--- src/rtl/race_launcher.sv ---
// Transmit end of the race-logic edge interface: fires boundary edges into the
// systolic alignment array on a gap-penalty schedule and times the sink edge.
module race_launcher #(
    parameter int N_ROWS      = 8,
    parameter int N_COLS      = 8,
    parameter int DELAY_WIDTH = 4,
    parameter int TIME_WIDTH  = 12
) (
    input  logic                   clk,
    input  logic                   rst,
    input  logic                   start_valid,
    output logic                   start_ready,
    input  logic [DELAY_WIDTH-1:0] indel_delay,
    output logic                   edge_corner,
    output logic [N_COLS-1:0]      edge_top,
    output logic [N_ROWS-1:0]      edge_left,
    input  logic                   sink_edge,
    output logic [TIME_WIDTH-1:0]  score,
    output logic                   timeout,
    output logic                   done_valid,
    input  logic                   done_ready
);

    localparam int MAXL = (N_ROWS > N_COLS) ? N_ROWS : N_COLS;
    localparam int LW   = (MAXL > 1) ? $clog2(MAXL) : 1;

    localparam logic [LW-1:0]          LAST_LANE = LW'(MAXL - 1);
    localparam logic [LW-1:0]          LANE_INC  = LW'(1);
    localparam logic [MAXL-1:0]        LANE_ONE  = MAXL'(1);
    localparam logic [TIME_WIDTH-1:0]  T_MAX     = '1;
    localparam logic [TIME_WIDTH-1:0]  T_ONE     = TIME_WIDTH'(1);
    localparam logic [DELAY_WIDTH-1:0] STEP_ONE  = DELAY_WIDTH'(1);

    typedef enum logic [1:0] {IDLE, LAUNCH, WAIT, DONE} state_t;

    state_t                 state_q;
    logic [DELAY_WIDTH-1:0] delay_q;
    logic [DELAY_WIDTH-1:0] step_q;
    logic [LW-1:0]          lane_q;
    logic [TIME_WIDTH-1:0]  time_q;
    logic [MAXL-1:0]        lanes_q;
    logic [TIME_WIDTH-1:0]  score_q;
    logic                   timeout_q;
    logic                   done_valid_q;

    logic [TIME_WIDTH-1:0]  time_d;
    logic [MAXL-1:0]        lane_hot;
    logic                   finish;

    // The score is the post-increment time, so a sink seen on the launch edge scores 1.
    always_comb begin
        time_d   = (time_q == T_MAX) ? T_MAX : time_q + T_ONE;
        lane_hot = LANE_ONE << lane_q;
        finish   = sink_edge || (time_d == T_MAX);
    end

    always_ff @(posedge clk) begin
        if (rst) begin
            state_q      <= IDLE;
            delay_q      <= '0;
            step_q       <= '0;
            lane_q       <= '0;
            time_q       <= '0;
            lanes_q      <= '0;
            score_q      <= '0;
            timeout_q    <= 1'b0;
            done_valid_q <= 1'b0;
        end else begin
            case (state_q)
                IDLE: begin
                    if (start_valid) begin
                        delay_q <= indel_delay;
                        step_q  <= '0;
                        lane_q  <= '0;
                        time_q  <= '0;
                        state_q <= LAUNCH;
                    end
                end
                LAUNCH, WAIT: begin
                    time_q <= time_d;
                    if (state_q == LAUNCH) begin
                        // Lane L fires L*D edges after lane 0; step_q counts down the gap.
                        if (delay_q == '0) begin
                            lanes_q <= '1;
                            state_q <= WAIT;
                        end else if (step_q == '0) begin
                            lanes_q <= lanes_q | lane_hot;
                            step_q  <= delay_q - STEP_ONE;
                            if (lane_q == LAST_LANE) begin
                                state_q <= WAIT;
                            end else begin
                                lane_q <= lane_q + LANE_INC;
                            end
                        end else begin
                            step_q <= step_q - STEP_ONE;
                        end
                    end
                    if (finish) begin
                        score_q      <= time_d;
                        timeout_q    <= ~sink_edge;
                        done_valid_q <= 1'b1;
                        state_q      <= DONE;
                    end
                end
                DONE: begin
                    if (done_ready) begin
                        lanes_q      <= '0;
                        done_valid_q <= 1'b0;
                        state_q      <= IDLE;
                    end
                end
                default: state_q <= IDLE;
            endcase
        end
    end

    assign start_ready = (state_q == IDLE);
    assign edge_corner = lanes_q[0];
    assign edge_top    = lanes_q[N_COLS-1:0];
    assign edge_left   = lanes_q[N_ROWS-1:0];
    assign score       = score_q;
    assign timeout     = timeout_q;
    assign done_valid  = done_valid_q;

endmodule

--- config.mk ---
export PLATFORM = sky130hd
export DESIGN_NAME = race_launcher
export DESIGN_NICKNAME = d
export VERILOG_FILES = /design/src/rtl/race_launcher.sv
export SDC_FILE = /design/constraint.sdc
export NUM_CORES = 1
export LEC_CHECK = 0
export CAP_MARGIN = 20
export CORE_MARGIN = 1.5
export CORE_UTILIZATION = 58
export DETAILED_ROUTE_END_ITERATION = 8
export PLACE_DENSITY_LB_ADDON = 0.12
export REMOVE_ABC_BUFFERS = 1
export SYNTH_ARGS = -nofsm -noshare
export SYNTH_HDL_FRONTEND = slang
export SYNTH_SLANG_ARGS = --single-unit
--- constraint.sdc ---
create_clock -name clk -period 5.59 [get_ports clk]
set_clock_uncertainty 0.15 [all_clocks]
set_input_delay 1.3975 -clock clk [delete_from_list [all_inputs] [get_ports clk]]
set_output_delay 1.3975 -clock clk [all_outputs]
set_load 0.01 [all_outputs]
==> run_results.csv, run 1 <==
group,metric,value,unit
final_layout,seq_area,941,um2
global_route,grt_max_degree,26,
clock_tree,cts_tree,"yes",
sta,fin_tns_setup,0,ns
floorplanning,dieArea,4900,um2
power_and_ir_drop,power.share.clock,17.6,%
drt,ant_nets,0,
power_and_ir_drop,powerDensity,484,nW/um2
final_layout,fin_cells,391,
floorplanning,die-width,70,um
sta,fmaxAchievable,296,MHz
worst_setup_path,r2r_slack,2.25,ns
drt,drt-vias-per-instance,6.15,
worst_setup_path,path_class,"input pin to flip-flop",
drt,wl_met2,3030,um
drt,detail_route.wirelength,6130,um
power_and_ir_drop,switchingPower,0.000592,W
synth,synth_warnings,0,
status,outcome,"complete, no violations",
drt,wl_per_cell,15.7,um
clock_tree,clock_sinks,47,
worst_setup_path,crit_required,5.68,ns
placed_design,dpl.hpwl,4230,um
power_and_ir_drop,internal_power,0.000896,W
synth,synth_edf_count,0,
global_route,grt_util_all_layers,25.3,%
synth,syn_area,2600,um2
worst_setup_path,slowest_delay,0.59,ns
floorplanning,core_area,4320,um2
worst_setup_path,critPathArrivalTime,3.46,ns
synth,synthCells,313,
drt,vias,2403,
global_route,grt_pass1_wl,10300,um
final_layout,multiInputGateArea,1480,um2
sta,relSlewSlack,27.4,%
clock_tree,clk_pin_slew,0.09,ns
placed_design,placed_cells,382,
clock_tree,clockRootBuffer,"clkbuf_8",
power_and_ir_drop,p_leak,1.13,nW
global_route,grt_pass1_vias,2264,
power_and_ir_drop,vdd_drop_max,0.302,mV
clock_tree,h-tree-depth,2,
drt,drtIter0Drc,132,
final_layout,antennaDiodeCount,0,
sta,rsz0062_at_grt,"no",
sta,slew_violations,0,
flow_run,drv_cap,0,
drt,dr_wl_met3,313,um
clock_tree,cts-buffers-inserted,5,
global_route,antenna_found_initial,0,
synth,synth_seq_cells,47,
floorplanning,die-height,70,um
clock_tree,postCtsHoldBufs,0,
floorplanning,boundaryPins,41,
synth,synth_top_area_share,36.1,%
drt,firstDrtPassIters,7,
power_and_ir_drop,power_frac_comb,50.5,%
placed_design,port_buffers,40,
sta,finalHoldViolCount,0,
power_and_ir_drop,p_seq_share,31.9,%
floorplanning,start_util,60.2,%
synth,synth.largest_area_cell,"dfxtp_1",
sta,setup_viol,0,
drt,m1WireLength,2700,um
final_layout,drive_gt1_share,6.19,%
synth,synth_cell_types,54,
global_route,gr-total-overflow,0,
final_layout,syn2layout_area_growth,18.1,%
drt,maxUsedRoutingLayer,"met4",
synth,async_reset_ff_share,0,%
placed_design,place_congestion,0.936,
worst_setup_path,crit_slowest_cell,"clkdlybuf4s50_1",
worst_setup_path,crit_fanout,10,
floorplanning,rows,24,
worst_setup_path,setup.worst_path.end_class,"flip-flop",
clock_tree,clk_path_buf_depth,2,
power_and_ir_drop,switching_share,39.8,%
worst_setup_path,critPathBufInv,1,
clock_tree,cts_setup_buffers,0,
min_path,hp-class,"flip-flop to flip-flop",
synth,avgSynthCellArea,8.32,um2
drt,drcViolationCount,0,
sta,tightest_slew,1.08,ns
final_layout,final_nets,359,
synth,synthFlopType,"dfxtp_1",
worst_setup_path,start_kind,"input pin",
synth,yosys-top-cells-area,"dfxtp_1 (36%), a21oi_1 (6.2%), ha_1 (5.8%), nor2_1 (4.3%), o21ai_0 (3.8%)",
clock_tree,cts_resized,0,
sta,finalCriticalPeriod,3.37,ns
worst_setup_path,cp_cell_sequence,"clkdlybuf4s50_1, mux2i_1, a211oi_2, nor4b_1, a22oi_1, nor2_1",
clock_tree,clock_latency,0.30,ns
synth,ys_seq_area_share,36.1,%
worst_setup_path,critical_path.top_delay_family,"compound AO/OA/AOI/OAI gates",
sta,fin_crit_sh,60.4,%
final_layout,num-fill-cells,358,
==> registers in the layout, summed over array words and instances, names as in the netlist <==
signal      cells
delay_q         4
done_valid      1
edge_left       8
lane_q          3
score          12
state_q         2
step_q          4
time_q         12
timeout         1
==> cell usage after synthesis, types with 4 or more instances <==
library cell and instances:
nor4_1 4, a21o_1 11, inv_1 12, clkbuf_1 12, nor2_1 30, dfxtp_1 47
nand2_1 18, a211oi_1 5, o21ai_0 20, a22oi_1 4, nor2b_1 6, a21oi_1 32
a31oi_1 14, a311oi_1 7, buf_4 10, xnor2_1 4, nor3_1 5, mux2i_1 6
nand3_1 10, ha_1 12
==> metal layers <==
metal / vias up / track usage [%]
li1: 1193 / -
met2: 76 / 43.4
met3: 12 / 5.19
met4: 0 / 8.33
met5: - / 0
met1: 1122 / 31.6
==> area by class of cell <==
cell class	count	share of cell area [%]
Clock buffer	6	2.69
Clock inverter	2	1.14
Inverter	13	1.59
Multi-Input combinational cell	228	48.1
Sequential cell	47	30.6
Tap cell	52	2.12
Timing Repair Buffer	43	13.8
==> stage by stage <==
step | hold WS (ns) | util, % | instance area (um2) | total power, W | setup slack [ns]
after detailed placement | 0.301 | 68.2 | 2950 | 0.00122 | 1.63
after CTS | 0.313 | 70.9 | 3070 | 0.00148 | 1.94
final | 0.311 | 71.1 | 3070 | 0.00149 | 2.22
after global routing | 0.328 | 71.1 | 3070 | 0.00158 | 2.03
after global placement | 0.296 | 68.2 | 2950 | 0.00121 | 1.72
after floorplan | 0.288 | - | 2470 | 0.000941 | 2.72
==> kinds of logic after synthesis <==
| logic type | count (synthesis) | synth area share, % |
|---|---|---|
| flops | 47 | 36.1 |
| compound gates | 110 | 28.3 |
| xor+xnor | 5 | 1.68 |
| fa+ha+maj | 12 | 5.77 |
| simple gates | 94 | 18.4 |
| mux | 7 | 2.74 |
| buf+inv | 38 | 7.06 |
==> worst paths after layout <==
path | depth (start not counted) | from | end
setup reg to reg | 6 | time_q[0] | score[11]
hold reg to reg | 2 | score[10] | score[10]
setup / recovery | 6 | start_valid | lane_q[2]
hold / removal | 2 | score[10] | score[10]
==> placed cells by master, fill, tap and decap left out, drive strengths merged, types with 2 or more instances in the layout <==
master / Yosys / routed
nand2: 19 / 19
inv: 12 / 12
dfxtp: 47 / 47
and3: 2 / 2
a311oi: 7 / 7
nor3: 6 / 6
nor2b: 6 / 6
a41oi: 2 / 2
nand4: 2 / 2
clkdlybuf4s50: 0 / 40
nor2: 30 / 30
o21ai: 20 / 20
nor4: 5 / 5
ha: 12 / 12
a21o: 11 / 11
mux2i: 6 / 6
a31oi: 14 / 14
a211oi: 6 / 6
a21oi: 32 / 32
clkbuf: 12 / 6
o211ai: 2 / 2
nand2b: 2 / 2
and2: 3 / 3
a22oi: 4 / 4
nand3: 11 / 11
a21boi: 2 / 2
or4: 4 / 4
xnor2: 4 / 4
clkinv: 1 / 2
buf: 13 / 3
==> worst min-delay path, delay by kind of cell (launching register included) <==
kind             cells  cell delay [ns]
flip-flops           1             0.31
multiplexers         1             0.05
AND/OR/NAND/NOR      1             0.05
==> power groups by stage <==
stage	sequential (W)	combinational, W	clock, W
6_report	0.000475	0.000751	0.000262
5_1_grt	0.000485	0.000823	0.000275
4_1_cts	0.000475	0.000739	0.000266
3_5_place_dp	0.000482	0.000734	0
3_3_place_gp	0.000477	0.000729	0
2_1_floorplan	0.000505	0.000436	0
Note: power is estimated with default switching activity, not from simulation.
==> inputs of run 2 (changes only) <==
- CORE_UTILIZATION: 58 -> 54
- clock period: 5.59 -> 3.53 ns (I/O delays scaled with it)
==> run 2 against run 1 <==
Net effect:
- worst hold slack gained 0.0019 ns
- clock power is 24% higher
- global-route usage is 0.51 points lower
- largest power group unchanged
- largest cell class unchanged
- clock-buffer cell count is 1 lower
- highest routed layer unchanged
- die area grew 7.1%
- non-clock buffer count is 5 higher
==> run_results.csv, run 2 (same netlist as run 1, synthesis figures left out) <==
group,metric,value,unit
worst_setup_path,path_class,"flip-flop to flip-flop",
sta,setup_viol,0,
drt,drcViolationCount,0,
drt,detail_route.wirelength,6110,um
global_route,gr-total-overflow,0,
final_layout,post-route-util,65.8,%
sta,fmaxAchievable,340,MHz
final_layout,layout_common_cells,"dfxtp_1 (47), clkdlybuf4s50_1 (40), a21oi_1 (32)",
drt,vias,2382,
global_route,grt_util_all_layers,24.7,%
floorplanning,rows,25,
worst_setup_path,r2r_cells,7,
sta,fin_ws,0.590,ns
worst_setup_path,critPathArrivalTime,2.95,ns
worst_setup_path,slowest_delay,0.80,ns
floorplanning,boundaryPins,41,
floorplanning,start_util,55.5,%
clock_tree,postCtsHoldBufs,0,
worst_setup_path,crit_required,3.54,ns
sta,finalCriticalPeriod,2.94,ns
sta,slew_violations,0,
final_layout,fin_cells,398,
placed_design,port_buffers,40,
power_and_ir_drop,vdd_drop_max,0.361,mV
clock_tree,clockRootBuffer,"clkbuf_8",
drt,drt-vias-per-instance,5.98,
worst_setup_path,crit_fanout,11,
placed_design,dpl.hpwl,4350,um
clock_tree,clk_path_buf_depth,2,
worst_setup_path,start_kind,"flip-flop",
clock_tree,cts_tree,"yes",
global_route,grt_max_degree,27,
worst_setup_path,r2r_slack,0.59,ns
global_route,grt_pass1_wl,10400,um
clock_tree,h-tree-depth,2,
power_and_ir_drop,p_leak,1.14,nW
clock_tree,cts_resized,0,
sta,relSlewSlack,55.9,%
sta,finalHoldViolCount,0,
global_route,grt_pass1_vias,2268,
floorplanning,die-width,72.4,um
drt,firstDrtPassIters,4,
clock_tree,cts_setup_buffers,0,
flow_run,drv_cap,0,
worst_setup_path,cp-endpoint,"score[7]",
power_and_ir_drop,powerDensity,746,nW/um2
sta,rsz0062_at_grt,"no",
clock_tree,clock_latency,0.30,ns
global_route,antenna_found_initial,0,
drt,ant_nets,0,
status,outcome,"complete, no violations",
clock_tree,clk_pin_slew,0.09,ns
worst_setup_path,crit_slowest_cell,"or4_1",
clock_tree,cts-buffers-inserted,5,
worst_setup_path,cp_cell_sequence,"ha_1, nand3_1, or4_1, o211a_1, nor3_2, buf_4, a311oi_1",
worst_setup_path,r2r_start,"time_q[0]",
final_layout,final_nets,364,
worst_setup_path,crit_start,"time_q[0]",
clock_tree,clock_sinks,47,
placed_design,placed_cells,390,
worst_setup_path,r2r_end,"score[7]",
floorplanning,dieArea,5250,um2
min_path,hp-class,"flip-flop to flip-flop",
floorplanning,die-height,72.4,um
placed_design,dpl_worst_slack,0.652,ns
final_layout,syn2layout_area_growth,18.5,%
sta,fin_crit_sh,83.3,%
final_layout,antennaDiodeCount,0,
sta,tightest_slew,0.656,ns
floorplanning,core_area,4690,um2
worst_setup_path,setup.worst_path.end_class,"flip-flop",
placed_design,place_congestion,0.853,
final_layout,drive_gt1_share,7.56,%
drt,drtIter0Drc,118,
drt,wl_per_cell,15.4,um
sta,fin_tns_setup,0,ns
final_layout,mostFrequentLayoutCell,"dfxtp_1",
## run 2: changes by cell type in the layout (fill, tap and decap cells not counted)
cell,delta
clkinvlp_4,+2
buf_4,+5
clkbuf_8,-1
bufinv_16,-1
## run 2: critical path: cells and delay by family, from the launching register on
family / cells / cell delay [ns]
and+or+nand+nor: 3 / 1.33
DFF: 1 / 0.45
AOI/OAI and AO/OA: 2 / 0.35
adders and majority gates: 1 / 0.27
buffers and inverters: 1 / 0.24
## run 2: final cells by class
type                            instances  area (um2)
Clock buffer                            5        68.8
Clock inverter                          3        20.0
Fill cell                             420        1610
Inverter                               13        48.8
Multi-Input combinational cell        228        1480
Sequential cell                        47         941
Tap cell                               54        67.6
Timing Repair Buffer                   48         460
## run 2: metrics by stage
stage	hold slack [ns]	area [um2]	power (W)
final	0.313	3090	0.00230
after global routing	0.340	3090	0.00248
after global placement	0.295	3000	0.00196
after detailed placement	0.302	3000	0.00198
after floorplan	0.288	2470	0.00149
after CTS	0.316	3090	0.00231
## run 2: power breakdown
| part | internal, W | switching [W] |
|---|---|---|
| sequential | 0.000648 | 0.000102 |
| clock | 0.000138 | 0.000187 |
| combinational | 0.000572 | 0.000655 |
| total | 0.00136 | 0.000945 |
## run 2: worst min-delay path by stage
stage                      start           end  slack (ns)  cells past startpoint
floorplan             delay_q[3]    delay_q[3]        0.29                      2
global placement    edge_left[7]  edge_left[7]        0.29                      2
detailed placement  edge_left[7]  edge_left[7]        0.30                      2
CTS                 edge_left[7]  edge_left[7]        0.32                      2
global route        edge_left[7]  edge_left[7]        0.34                      2
finish              edge_left[7]  edge_left[7]        0.31                      2
## run 2: layer usage
metal / up-vias / global-route usage (%) / part of all wire (%)
li1: 1195 / - / -
met1: 1115 / 32.0 / 47
met2: 68 / 43.2 / 49
met3: 4 / 3.75 / 4.0
met4: 0 / 6.08 / 0.64
met5: - / 0 / 0
==> RTL change 1, RTL diff (config.mk and constraints of run 1) <==
The 4 states of `state_t` get a Gray code encoding in 2 bits.
--- a/src/rtl/race_launcher.sv
+++ b/src/rtl/race_launcher.sv
@@ -32,5 +32,5 @@
     localparam logic [DELAY_WIDTH-1:0] STEP_ONE  = DELAY_WIDTH'(1);
 
-    typedef enum logic [1:0] {IDLE, LAUNCH, WAIT, DONE} state_t;
+    typedef enum logic [1:0] {IDLE = 2'b00, LAUNCH = 2'b01, WAIT = 2'b11, DONE = 2'b10} state_t;
 
     state_t                 state_q;
Check against the original RTL: no difference found for any inputs over 10 cycles, from zero or initial values and one cycle with rst high; not proved beyond that.
==> RTL change 1 against run 1 <==
  * Synthesized cell count down 5.4%
  * Design area down 6.3%
  * Sequential cell count unchanged
  * Via count down 10%
  * Area after synthesis down 5.4%
  * Setup slack worse by 0.048 ns
  * Critical path depth down 4
  * Critical endpoint is now start_ready
  * Utilization up 0.43 points
  * Global-route usage down 1.0 points
  * Routed wire length down 13%
Power is not compared: it rests on default switching activity, and its combinational part moved more than twofold at a synthesized area within 25%.
==> RTL change 1: results (changes against run 1) <==
first-pass GRT wire length 8.54 mm (-17%); dpl ws 1.95 ns (+0.327 ns); Critical path origin state_q[0]; Worst path slowest cell dfxtp_1; Synth Area in Compound Gates 24.5% (-3.7 points); CP arrival 1.88 ns (-1.58 ns); Synth Area in XOR/XNOR 2.13% (+0.45 points); sequential share of the synthesized area 38.2% (+2.1 points); dominant cells by area after synthesis dfxtp_1 38%, nor2_1 6.9%, a21oi_1 6.1%; gpl congestion 0.868 (-7.3%); wirelength, routed 5.35 mm (-13%); worst-path fanout max 25 (+15); top cell family by delay on the critical path flip-flops; Final #Nets 337 (-6.1%); Worst slew margin 27.0% (-0.37 points); status complete, no violations; Worst Hold Launch edge_left[3]; vias per std cell 5.82 (-5.4%); fraction of layout cells with a size suffix above 1 7.48% (+1.3 points); slowest stage delay, CP 0.91 ns (+0.32 ns); mux contribution to synthesized area 3.76% (+1.0 points); initial DRC count 149 (+13%); GRT Util Overall 24.2% (-1.0 points); DRT Pass-1 Iters 5 (-2); met2 wire length 2.48 mm (-18%); HPWL reported at the end of detailed placement 3.67 mm (-13%); vias in the first global route 1,842 (-19%); Adder-Cell Fraction of Synth Area 4.06% (-1.7 points); fillers 347 (-3.1%); top cells by count, synth 47 x dfxtp_1, 45 x nor2_1, 30 x a21oi_1; initial antenna violation count 0 (unchanged); Distinct cells, synth 42 (-22%); wire length on met3 237 microns (-24%); WL met1 2.57 mm (-4.8%)
## RTL change 1: changes by cell type after synthesis, moves of 4 or more
cell,delta
a311oi_1,-5
a311oi_2,+5
a31oi_1,-12
ha_1,-4
nand2_1,+4
nor2_1,+15
nor2b_1,-4
o21ai_0,-4
## RTL change 1: final timing paths
check                                    end  slack (ns)  cells past startpoint
worst max-delay path             start_ready        2.17                      2
worst min-delay path            edge_left[3]        0.32                      2
worst max register to register      score[3]        2.40                      7
worst min register to register  edge_left[3]        0.32                      2
## RTL change 1: cells by family after synthesis
| group | after synthesis |
|---|---|
| simple gates | 104 |
| compound gates | 87 |
| flops | 47 |
| buf+inv | 35 |
| mux | 9 |
| fa+ha+maj | 8 |
| xor+xnor | 6 |
## RTL change 1: area by class of cell
cell class                      count  area share [%]
Timing Repair Buffer               43            14.6
Sequential cell                    47            32.7
Multi-Input combinational cell    214            46.6
Clock inverter                      1           0.174
Clock buffer                        7            2.65
Tap cell                           50            2.17
Inverter                            9            1.17
## RTL change 1: worst reg2reg max path: stages, from the launching register on
cell and delay [ns]:
dfxtp_1 0.48, ha_1 0.37, nand3_2 0.20, nor4_4 0.45, nor2_1 0.14, a221oi_4 0.90, nor2_1 0.13, a311oi_2 0.26
## RTL change 1: per-stage QoR
step,utilization [%],area (sq um),cells
after global routing,71.5,2880,371
final,71.5,2880,371
after floorplan,-,2320,270
after detailed placement,69.4,2800,362
after CTS,71.4,2880,370
after global placement,69.4,2800,362
## RTL change 1: layer usage
layer / up-vias / GRT usage (%)
li1: 1087 / -
met1: 1014 / 33.5
met2: 48 / 38.5
met3: 9 / 4.93
met4: 0 / 6.25
met5: - / 0
## RTL change 1: report_power, final
part           internal, W  switching [W]
Combinational    0.0000780      0.0000814
Sequential        0.000352      0.0000192
Clock            0.0000879       0.000110
==> RTL change 2, RTL diff (settings of run 1) <==
Made on the original files. Change the parameter `DELAY_WIDTH` from 4 to 5.
--- a/src/rtl/race_launcher.sv
+++ b/src/rtl/race_launcher.sv
@@ -4,5 +4,5 @@
     parameter int N_ROWS      = 8,
     parameter int N_COLS      = 8,
-    parameter int DELAY_WIDTH = 4,
+    parameter int DELAY_WIDTH = 5,
     parameter int TIME_WIDTH  = 12
 ) (
Interface: changed (resized indel_delay); port bits go from 41 to 42. The function was not compared with the original's and may differ.
==> RTL change 2 against run 1 <==
  * Area after synthesis increased by 7.4%
  * Via count increased by 1.2%
  * Power decreased by 9.2%
  * Count of clock-buffer cells in the layout decreased by 1
  * Sequential cell count increased by 2
  * Combinational power decreased by 20%
  * Routed wire length decreased by 3.2%
  * Sequential share of layout area decreased by 0.59 points
  * Die area increased by 7.0%
  * Setup slack got worse by 0.37 ns
  * Cell count increased by 6.4%
  * Design area increased by 6.3%
  * Critical endpoint unchanged
  * Highest routed layer unchanged
==> RTL change 2: results (changes against run 1) <==
largest family of logic cells by synthesized area compound AO/OA/AOI/OAI gates; gpl congestion 0.861 (-8.0%); Antenna Cells 0 (unchanged); Post-CTS Setup Bufs 0 (unchanged); fraction of layout cells with a size suffix above 1 7.46% (+1.3 points); vias in the first global route 2,234 (-1.3%); TritonCTS buffer count 5 (unchanged); HPWL reported at the end of detailed placement 4.30 mm (+1.6%); slowest stage delay, CP 0.82 ns (+0.23 ns); Max Cap Violations 0 (unchanged); sequential share of the synthesized area 35.1% (-1.0 points); dominant cells by area after synthesis dfxtp_1 35%, a21oi_1 6.4%, ha_1 5.4%; PortBufs 41 (+2.5%); Worst IR Drop VDD 0.280 mV (-7.3%); initial antenna violation count 0 (unchanged); Routed wire per std cell 14.3 microns (-9.0%); Synth Area in Compound Gates 23.5% (-4.8 points); CP arrival 3.77 ns (+0.31 ns); Synth Area in XOR/XNOR 1.25% (-0.43 points); top cells by count, synth 49 x dfxtp_1, 36 x a21oi_1, 36 x nor2_1; first-pass GRT wire length 10.0 mm (-2.8%); DRT Pass-1 Iters 4 (-3); warnings from Yosys 0 (unchanged); worst-path fanout max 14 (+4); leak pwr 1.32 nW (+17%); largest net degree at the start of global routing 32 (+23%); Worst slew margin 36.6% (+9.2 points); Final #Nets 383 (+6.7%); Hold Path Class flip-flop to flip-flop; initial DRC count 328 (+150%); instance area at placement 0.00313 sq mm (+6.3%); mux contribution to synthesized area 7.43% (+4.7 points); Adder-Cell Fraction of Synth Area 5.37% (-0.39 points); prevailing post-synth register cell dfxtp_1; Distinct cells, synth 49 (-9.3%); clk_lat worst skew 0.31 ns; GRT Util Overall 23.7% (-1.5 points); via count 2,433 (+1.2%); Worst path slowest cell a211oi_1; status complete, no violations; CTS resizes 0 (unchanged)
-- RTL change 2: cells by family after synthesis --
| kind of cell | Yosys count |
|---|---|
| AO/OA/AOI/OAI | 99 |
| XOR/XNOR | 4 |
| adder cells (fa/ha/maj) | 12 |
| buffers and inverters | 38 |
| flip-flops | 49 |
| multiplexers | 18 |
| AND/OR/NAND/NOR | 118 |
-- RTL change 2: layer usage --
metal	share of wire (%)	track usage [%]	vias to the layer above
met5	0	0	-
met4	1.9	7.97	0
met3	3.7	4.17	11
met2	50	40.1	55
met1	44	30.7	1136
li1	-	-	1231
-- RTL change 2: critical path: cells and delay by family --
kind | cells | cell delay, ns
simple gates | 3 | 0.45
buf+inv | 1 | 0.58
mux | 1 | 0.21
compound gates | 2 | 1.14
-- RTL change 2: final timing paths --
path	start	endpoint	slack (ns)	cells after the start
worst min register to register	score[7]	score[7]	0.32	2
worst max register to register	state_q[0]	lane_q[2]	2.07	8
worst min-delay path	score[7]	score[7]	0.32	2
worst max-delay path	start_valid	lane_q[2]	1.84	7
-- RTL change 2: per-stage QoR --
step / std cells / setup slack [ns] / hold WS (ns) / power [W]
after floorplan: 311 / 2.64 / 0.288 / 0.000839
after global placement: 408 / 1.68 / 0.295 / 0.00105
after detailed placement: 408 / 1.52 / 0.305 / 0.00106
after CTS: 416 / 1.86 / 0.318 / 0.00136
after global routing: 416 / 1.62 / 0.348 / 0.00145
final: 416 / 1.84 / 0.315 / 0.00135
-- RTL change 2: where the power goes --
| group | switching, W | internal, W |
|---|---|---|
| combinational | 0.000325 | 0.000274 |
| clock | 0.000120 | 0.000178 |
| sequential | 0.0000496 | 0.000404 |
| total | 0.000495 | 0.000856 |
-- RTL change 2: area by class of cell --
cell class / instances / area, sq um
tap: 54 / 67.6
clock inverter: 3 / 65.1
inverter: 11 / 41.3
fill: 416 / 1420
multi-input combinational: 251 / 1620
sequential: 49 / 981
clock buffer: 5 / 68.8
timing repair buffer: 43 / 425
